$ cat config.mk
export PLATFORM = sky130hd
export DESIGN_NAME = clock_prog_divider_flat
export DESIGN_NICKNAME = d
export VERILOG_FILES = /design/src/rtl/clock_prog_divider_if.sv /design/src/rtl/clock_prog_divider.sv /design/src/flat_wrapper.sv
export SDC_FILE = /design/constraint.sdc
export NUM_CORES = 1
export LEC_CHECK = 0
export ABC_AREA = 1
export BUFFER_PORTS_ARGS = -buffer_cell sky130_fd_sc_hd__clkbuf_2
export CAP_MARGIN = 0
export CORE_AREA = 2 2 96 98
export DETAILED_ROUTE_END_ITERATION = 10
export DIE_AREA = 0 0 98 100
export PLACE_DENSITY = 0.68
export SYNTH_ARGS = -nofsm -noshare
export SYNTH_HDL_FRONTEND = slang
export SYNTH_SLANG_ARGS = --single-unit
$ cat constraint.sdc
create_clock -name clk_in -period 3.6 [get_ports clk_in]
set_input_delay 0 -clock clk_in [delete_from_list [all_inputs] [get_ports clk_in]]
set_output_delay 0 -clock clk_in [all_outputs]
set_load 0.005 [all_outputs]
$ cat src/rtl/clock_prog_divider_if.sv
// Control/status bundle for the programmable clock divider.
// master drives the divisor controls; slave is the divider itself.
interface clock_prog_divider_if #(
  parameter int unsigned CNT_W = 16
);
  logic             enable;
  logic [CNT_W-1:0] div_value;
  logic             div_load;
  logic             clk_out;
  logic             tick;
  logic             pending;
  logic [CNT_W-1:0] active_div;

  modport master (
    output enable,
    output div_value,
    output div_load,
    input  clk_out,
    input  tick,
    input  pending,
    input  active_div
  );

  modport slave (
    input  enable,
    input  div_value,
    input  div_load,
    output clk_out,
    output tick,
    output pending,
    output active_div
  );
endinterface

$ cat src/rtl/clock_prog_divider.sv
// Programmable clock divider with a shadowed divisor that is swapped in only at a period wrap,
// so clk_out never shows a truncated period. All outputs are registered.
module clock_prog_divider #(
  parameter int unsigned CNT_W       = 16,
  parameter int unsigned DEFAULT_DIV = 2
) (
  input  logic                 clk_in,
  input  logic                 reset,
  clock_prog_divider_if.slave  bus
);

  localparam logic [CNT_W-1:0] DefDiv = CNT_W'(DEFAULT_DIV);
  localparam logic [CNT_W-1:0] MinDiv = CNT_W'(2);

  logic [CNT_W-1:0] r_cnt;
  logic [CNT_W-1:0] r_active;
  logic [CNT_W-1:0] r_shadow;
  logic             r_pending;
  logic             r_clk_out;
  logic             r_tick;

  logic [CNT_W-1:0] w_load_val;
  logic             w_wrap;
  logic [CNT_W-1:0] w_active_d;
  logic [CNT_W-1:0] w_cnt_d;
  logic [CNT_W:0]   w_half;

  always_comb begin
    w_load_val = (bus.div_value < MinDiv) ? MinDiv : bus.div_value;
    w_wrap     = bus.enable && (r_cnt == (r_active - CNT_W'(1)));

    // A load landing on the wrap cycle bypasses the shadow and applies immediately.
    w_active_d = r_active;
    if (w_wrap) begin
      w_active_d = bus.div_load ? w_load_val : r_shadow;
    end

    w_cnt_d = r_cnt;
    if (bus.enable) begin
      w_cnt_d = w_wrap ? '0 : (r_cnt + CNT_W'(1));
    end

    // Extra bit keeps active_div + 1 from overflowing at the maximum divisor.
    w_half = ({1'b0, w_active_d} + (CNT_W+1)'(1)) >> 1;
  end

  always_ff @(posedge clk_in) begin
    if (!reset) begin
      r_cnt     <= DefDiv - CNT_W'(1);
      r_active  <= DefDiv;
      r_shadow  <= DefDiv;
      r_pending <= 1'b0;
      r_clk_out <= 1'b0;
      r_tick    <= 1'b0;
    end else begin
      r_cnt    <= w_cnt_d;
      r_active <= w_active_d;

      if (bus.div_load) begin
        r_shadow <= w_load_val;
      end

      if (w_wrap) begin
        r_pending <= 1'b0;
      end else if (bus.div_load) begin
        r_pending <= 1'b1;
      end

      if (bus.enable) begin
        r_clk_out <= ({1'b0, w_cnt_d} < w_half);
      end
      r_tick <= bus.enable && (w_cnt_d == '0);
    end
  end

  assign bus.clk_out    = r_clk_out;
  assign bus.tick       = r_tick;
  assign bus.pending    = r_pending;
  assign bus.active_div = r_active;

endmodule

$ cat src/flat_wrapper.sv
// flat-port wrapper written by rule: the top's interface ports become plain ports
module clock_prog_divider_flat 
#(
  parameter int unsigned CNT_W       = 16,
  parameter int unsigned DEFAULT_DIV = 2
)
  (clk_in, reset, bus_enable, bus_div_value, bus_div_load, bus_clk_out, bus_tick, bus_pending, bus_active_div);
  clock_prog_divider_if #(.CNT_W(CNT_W)) bus_i ();
  input  logic clk_in;
  input  logic reset;
  input wire logic [$bits(bus_i.enable)-1:0] bus_enable;
  input wire logic [$bits(bus_i.div_value)-1:0] bus_div_value;
  input wire logic [$bits(bus_i.div_load)-1:0] bus_div_load;
  output wire logic [$bits(bus_i.clk_out)-1:0] bus_clk_out;
  output wire logic [$bits(bus_i.tick)-1:0] bus_tick;
  output wire logic [$bits(bus_i.pending)-1:0] bus_pending;
  output wire logic [$bits(bus_i.active_div)-1:0] bus_active_div;
  assign bus_i.enable = bus_enable;
  assign bus_i.div_value = bus_div_value;
  assign bus_i.div_load = bus_div_load;
  assign bus_clk_out = bus_i.clk_out;
  assign bus_tick = bus_i.tick;
  assign bus_pending = bus_i.pending;
  assign bus_active_div = bus_i.active_div;
  clock_prog_divider #(.CNT_W(CNT_W), .DEFAULT_DIV(DEFAULT_DIV)) u_core (.clk_in(clk_in), .reset(reset), .bus(bus_i));
endmodule
After elaboration in Yosys (flattened, before gate mapping)
Cells that the tools add are included.

RAM bits: 0. Word-level logic and storage cells: 22. Bits in latches: 0. Output and inout bits: 19. Memories: 0. Bits in read-only memories: 0. Register bits after elaboration: 51.

Mux-type cells: 5. Eq/ne operators: 1. Magnitude comparators: 2. Reduce and logical (&&, ||, !) cells: 4. Shifts and indexed selects: 0. Add/subtract/negate cells: 3. Div/mod/pow operators: 0. Multipliers: 0. Bitwise operators: 1.

Operators by type and width (number): 16-bit two-way mux (5); 16-bit by 1-bit adder with 17-bit output (second input constant) (1); 16-bit by 1-bit adder with 16-bit output (second input constant) (1); 16-bit equality test (1); 16-bit zero test (1); 16-bit less-than comparator (1); 16-bit by 2-bit less-than comparator with 1-bit output (second input constant) (1); 16-bit by 1-bit subtractor with 16-bit output (second input constant) (1); 1-bit logical AND (2); 2-bit OR reduction (1); 1-bit NOT (1).

Longest topological paths before layout
Depth in word-level cells: 7. Depth in mapped cells: 33.

Least setup slack after synthesis
Ideal clock, no wire load.

Kind: flip-flop to flip-flop. Start: reg u_core.r_active[0] (netlist: u_core.bus.active_div[0]). End: reg u_core.r_clk_out (netlist: u_core.bus.clk_out). Stages on the path, launching flop included: 32. Required time: 3530 ps. Setup time: 70 ps. Arrival time: 3822 ps. Setup slack: -292 ps. Buffers on the path: 1. Cell sequence: dfxtp_1 > inv_1 > ha_1 > nand2_1 > nor2_1 > nand2_1 > o21bai_1 > nand2_1 > nor2_1 > nand3_2 > nor2_8 > inv_2 > buf_6 > nor2_1 > nor2_1 > inv_2 > ha_1 > o211ai_1 > nor2_2 > nand4_4 > nor3_4 > inv_1 > nand2_1 > nand2_1 > ha_1 > nand2_1 > nor2_1 > a211oi_1 > o221ai_1 > nor2_1 > nand2_1 > a21oi_1.

Word-level cells in the longest chain between the ends: 6. Elaborated cells on any way between the ends: 8. Classes of those cells: 2 x add/sub; 1 x order compare; 1 x eq/ne; 3 x mux; 1 x reduce/logical.

Ends and longest elaborated chain: from (decl) (RTL line clock_prog_divider.sv:16) `logic [CNT_W-1:0] r_active;`; from (signal assigned) (RTL line clock_prog_divider.sv:50) `r_active <= DefDiv;`; from (signal assigned) (RTL line clock_prog_divider.sv:57) `r_active <= w_active_d;`; 16-bit by 1-bit subtractor with 16-bit output (RTL line clock_prog_divider.sv:30) `w_wrap = bus.enable && (r_cnt == (r_active - CNT_W'(1)));`; 16-bit equality test (RTL line clock_prog_divider.sv:30); 1-bit logical AND (RTL line clock_prog_divider.sv:30); 16-bit two-way mux (*) (RTL line clock_prog_divider.sv:34) `if (w_wrap) begin`; named net u_core.w_active_d[0] (RTL line clock_prog_divider.sv:24) `logic [CNT_W-1:0] w_active_d;`; 16-bit by 1-bit adder with 17-bit output (*) (RTL line clock_prog_divider.sv:44) `w_half = ({1'b0, w_active_d} + (CNT_W+1)'(1)) >> 1;`; 16-bit less-than comparator (*) (RTL line clock_prog_divider.sv:70) `r_clk_out <= ({1'b0, w_cnt_d} < w_half);`; to (signal assigned) (RTL line clock_prog_divider.sv:70); to (decl) (RTL line clock_prog_divider.sv:19) `logic r_clk_out;`.

The timed path passes the listed nets; every way through them passes the cells marked *. A chain may end at the register's enable or synchronous reset.

Worst setup path after layout
Start: reg u_core.r_active[1] (netlist: u_core.bus.active_div[1]). End: reg u_core.r_clk_out (netlist: u_core.bus.clk_out).

Word-level cells in the longest chain between the ends: 6. Elaborated cells on any way between the ends: 8. Classes of those cells: 2 x add/sub; 1 x order compare; 1 x eq/ne; 3 x mux; 1 x reduce/logical.

Ends and longest elaborated chain (RTL line): 16-bit by 1-bit subtractor with 16-bit output (clock_prog_divider.sv:30); 16-bit equality test (clock_prog_divider.sv:30); 1-bit logical AND (clock_prog_divider.sv:30); 16-bit two-way mux (clock_prog_divider.sv:34); named net u_core.w_active_d[0] (clock_prog_divider.sv:24); 16-bit by 1-bit adder with 17-bit output (clock_prog_divider.sv:44); 16-bit less-than comparator (clock_prog_divider.sv:70).

The timed path passes the listed nets, and every way through them passes these cells.

==> impl_metrics.py <==
metrics = {
    "power": {
        "pwr-share-comb": 0.652,
        "internal_mw": 1.627,
        "p_total_mw": 3.046,
        "power.static_leakage_nw": 2.500,
        "power_dens_cells_mw_per_mm2": 612.3,
        "power_frac_seq": 0.229,
        "vdd_ir_drop_max_v": 0.0003128,
        "netSwitchingPower_mw": 1.419,
        "power.share.switching": 0.4659,
        "share_clk_of_total_power": 0.119,
    },
    "worst_setup_path": {
        "timing.critical_path.max_delay_family": "simple AND/OR/NAND/NOR gates",
        "worstSetupEndpointType": "register",
        "data_required_time_of_the_critical_path_ps": 3850,
        "crit_buf_inv": 4,
        "crit_type": "reg2reg",
        "crit_path_start": "u_core.bus.active_div[1]",
        "worst-endpoint-arrival_ps": 4300,
        "r2r_start": "u_core.bus.active_div[1]",
        "timing.critical_path.slowest_cell_delay_ps": 380,
        "critPathMostFrequentCell": "nor2_1",
        "slowest_stage": "dfxtp_4",
        "startpoint_type": "register",
        "timing.critical_path.fanout_max": 6,
    },
    "global_routing": {
        "wire_length_of_the_first_global_routing_pass_mm": 17.71,
        "groute.usage.overall": 0.2229,
        "initial_antenna_violation_count": 0,
        "grt_remaining_overflow": 0,
        "first_global_vias": 3836,
        "grt_start_max_net_pins": 38,
    },
    "clocking": {
        "cts_inserted_buffers": 5,
        "tritoncts": "yes",
        "clock_sinks": 51,
        "clock_tree.root_cell": "clkbuf_8",
        "clock_tree.buffer_depth": 2,
        "clk_pin_slew_ps": 100,
        "clock_latency_ps": 320,
        "cts.htree.levels": 2,
    },
    "timing": {
        "time_the_worst_path_needs_with_i_o_delays_and_setup_ps": 4052,
        "worst_pin_slew_ps": 684.0,
        "final_hold_viol_count": 1,
        "report.final.setup_viol": 1,
        "slew_headroom": 0.5434,
        "period_share": 1.125,
        "hold_ws_ps": -2.992,
        "finClkSkew_ps": 6.474,
        "timing.final.max_slew_violations": 0,
        "timing.fmax_mhz": 246.8,
        "worst_slack_ps": -451.6,
        "rsz0062_at_grt": "yes",
    },
    "status": {
        "run_status": "finished, violations left",
        "violations": "negative hold slack, negative setup slack",
    },
    "placement": {
        "port-buffer-count": 38,
        "place.detailed.instances": 809,
        "dp_hpwl_mm": 8.998,
        "gp_routability_congestion": 0.9337,
    },
    "drt": {
        "first_iter_violations": 302,
        "ant_nets": 0,
        "detail_route.wl_per_cell_um": 13.25,
        "drt_first_pass_iters": 5,
        "detail_route.drc_violations": 0,
        "vias_per_cell": 4.869,
        "wl_mm": 11.00,
        "vias": 4041,
    },
    "floorplanning": {
        "initial_core_util": 0.4290,
        "floorplan.die.height_um": 100,
        "placementRows": 35,
        "floorplan.die_area_mm2": 0.009800,
        "core_mm2": 0.008890,
        "die_w_um": 98,
        "num_io_pins": 39,
    },
    "layout": {
        "multiInputGateArea_mm2": 0.002495,
        "layout.area.seq_mm2": 0.001026,
        "finish.net_count": 756,
        "syn_to_final_growth_pct": 30.45,
        "postLayoutCoreUtil": 0.5596,
        "fillers": 891,
        "layout-drive-gt1-share": 0.2587,
        "antennaDiodeCount": 0,
        "post_layout_nonfiller_instances": 830,
    },
    "logic_synthesis": {
        "seq_area_frac_synth": 0.2677,
        "netlist-cell-type-count": 42,
        "postSynthAreaPerCell_um2": 6.475,
        "postSynthCellCount": 589,
        "yosys_warnings": 0,
        "syn-cell-area_mm2": 0.003814,
        "synthesis.nets": 627,
        "synth.ff_latch_count": 51,
    },
    "hold_path": {
        "hold_path_startpoint": "bus_div_value[3]",
        "hold_path_class": "in2reg",
    },
    "job": {
        "max_cap_check_violation_count": 0,
    },
}
area by class of cell:
cell class | instances | area share
clock inverters | 3 | 0.005785
repair buffers | 134 | 0.1876
multi-input cells | 451 | 0.5015
clock buffers | 5 | 0.01383
well taps | 111 | 0.02792
inverters | 75 | 0.05709
flip-flops and latches | 51 | 0.2062
path summary, 6_finish.rpt:
check / slack [ps] / cells after the start / to
max: -450 / 30 / u_core.bus.clk_out
min: -3 / 3 / u_core.r_shadow[3]
max reg2reg: -450 / 30 / u_core.bus.clk_out
min reg2reg: 470 / 2 / u_core.r_shadow[7]
worst reg2reg max path, delay by kind of cell, from the launching register on:
| kind | cells | cell delay, ps |
|---|---|---|
| flops | 1 | 380 |
| simple gates | 18 | 1940 |
| compound gates | 5 | 780 |
| buf+inv | 4 | 250 |
| fa+ha+maj | 3 | 660 |
per-stage QoR:
| stage | setup TNS, ps | cell area (um2) | worst slack (ps) |
|---|---|---|---|
| after global routing | -699.9 | 4975 | -699.9 |
| after global placement | -224.0 | 4712 | -224.0 |
| after CTS | -337.6 | 4910 | -337.6 |
| after floorplan | -126.8 | 3831 | -126.8 |
| final | -451.6 | 4975 | -451.6 |
| after detailed placement | -363.3 | 4712 | -363.3 |
sequential cells by signal, summed over array words and instances (netlist names):
signal and cells:
u_core.r_cnt 16, u_core.bus.tick 1, u_core.bus.pending 1, u_core.bus.active_div 16, u_core.r_shadow 16, u_core.bus.clk_out 1
cell families (layout without fill, tap and decap cells):
group	count (synthesis)	after routing	synth area share
mux	2	2	0.005250
flops	51	51	0.2677
fa+ha+maj	18	18	0.05906
compound gates	44	44	0.07448
buf+inv	87	217	0.09252
xor+xnor	37	37	0.08497
simple gates	350	350	0.4160
synthesized netlist by cell type:
cell type  count  share of area
nand2_1      162           0.16
nor2_1       102           0.10
inv_1         71          0.070
dfxtp_1       51           0.27
xor2_1        29          0.067
nand3_1       25          0.033
a21oi_1       21          0.028
ha_1          18          0.059
nor3_1        12          0.016
nand4_1       10          0.016
nor2_2         9          0.015
xnor2_1        8          0.018
o21ai_2        7          0.016
clkbuf_1       6         0.0059
nor4_1         6         0.0098
inv_2          4         0.0039
o21ai_0        4         0.0052
nand2_2        3         0.0049
nand3_2        3         0.0079
nor2_8         3          0.016
nor3b_1        3         0.0059
or2_2          3         0.0049
a211oi_1       2         0.0039
buf_1          2         0.0020
buf_4          2         0.0039
mux2i_1        2         0.0052
nand2_4        2         0.0059
nand3b_1       2         0.0039
nor2_4         2         0.0059
o21ai_1        2         0.0026
o21bai_1       2         0.0039
a21oi_2        1         0.0023
buf_6          1         0.0030
buf_8          1         0.0039
nand4_4        1         0.0056
nor3_4         1         0.0043
o211ai_1       1         0.0020
o21a_1         1         0.0020
o21ai_4        1         0.0043
o221ai_1       1         0.0023
o2bb2ai_1      1         0.0023
or2_0          1         0.0016
cell usage in the layout, fill, tap and decap left out, types with 3 or more instances in the layout:
master,synthesis,layout
a21oi_1,21,19
a21oi_2,1,3
buf_4,2,87
clkbuf_2,0,38
clkbuf_8,0,5
dfxtp_1,51,49
dlygate4sd3_1,0,9
ha_1,18,15
inv_1,71,70
inv_2,4,4
nand2_1,162,161
nand2_2,3,4
nand3_1,25,25
nand4_1,10,10
nor2_1,102,98
nor2_2,9,13
nor2_8,3,3
nor3_1,12,12
nor3b_1,3,3
nor4_1,6,6
o21ai_0,4,4
o21ai_2,7,7
or2_2,3,3
xnor2_1,8,8
xor2_1,29,29
metal layers:
| metal | vias to the layer above | GRT usage | share of wire |
|---|---|---|---|
| li1 | 2105 | - | - |
| met1 | 1800 | 0.2895 | 0.46 |
| met2 | 111 | 0.3894 | 0.48 |
| met3 | 25 | 0.02159 | 0.041 |
| met4 | 0 | 0.07479 | 0.025 |
| met5 | - | 0 | 0 |
repair_timing:
item | 4_1_cts | 5_1_grt
endpoints found under the setup margin | 1 | 1
endpoints found under the hold margin | 10 | 0
gates cloned | 0 | 0
resized for setup | 1 | 10
pin swaps | 1 | 9
hold buffers | 9 | 0
buffers inserted | 1 | 3
power groups by stage:
stage	Sequential, mW	Clock, mW	Combinational [mW]
after floorplan	0.709	0	1.19
after global placement	0.706	0	1.91
after detailed placement	0.708	0	1.93
after CTS	0.696	0.370	1.95
after global routing	0.706	0.390	2.20
final	0.698	0.363	1.99
Note: power is estimated with default switching activity, not from simulation.
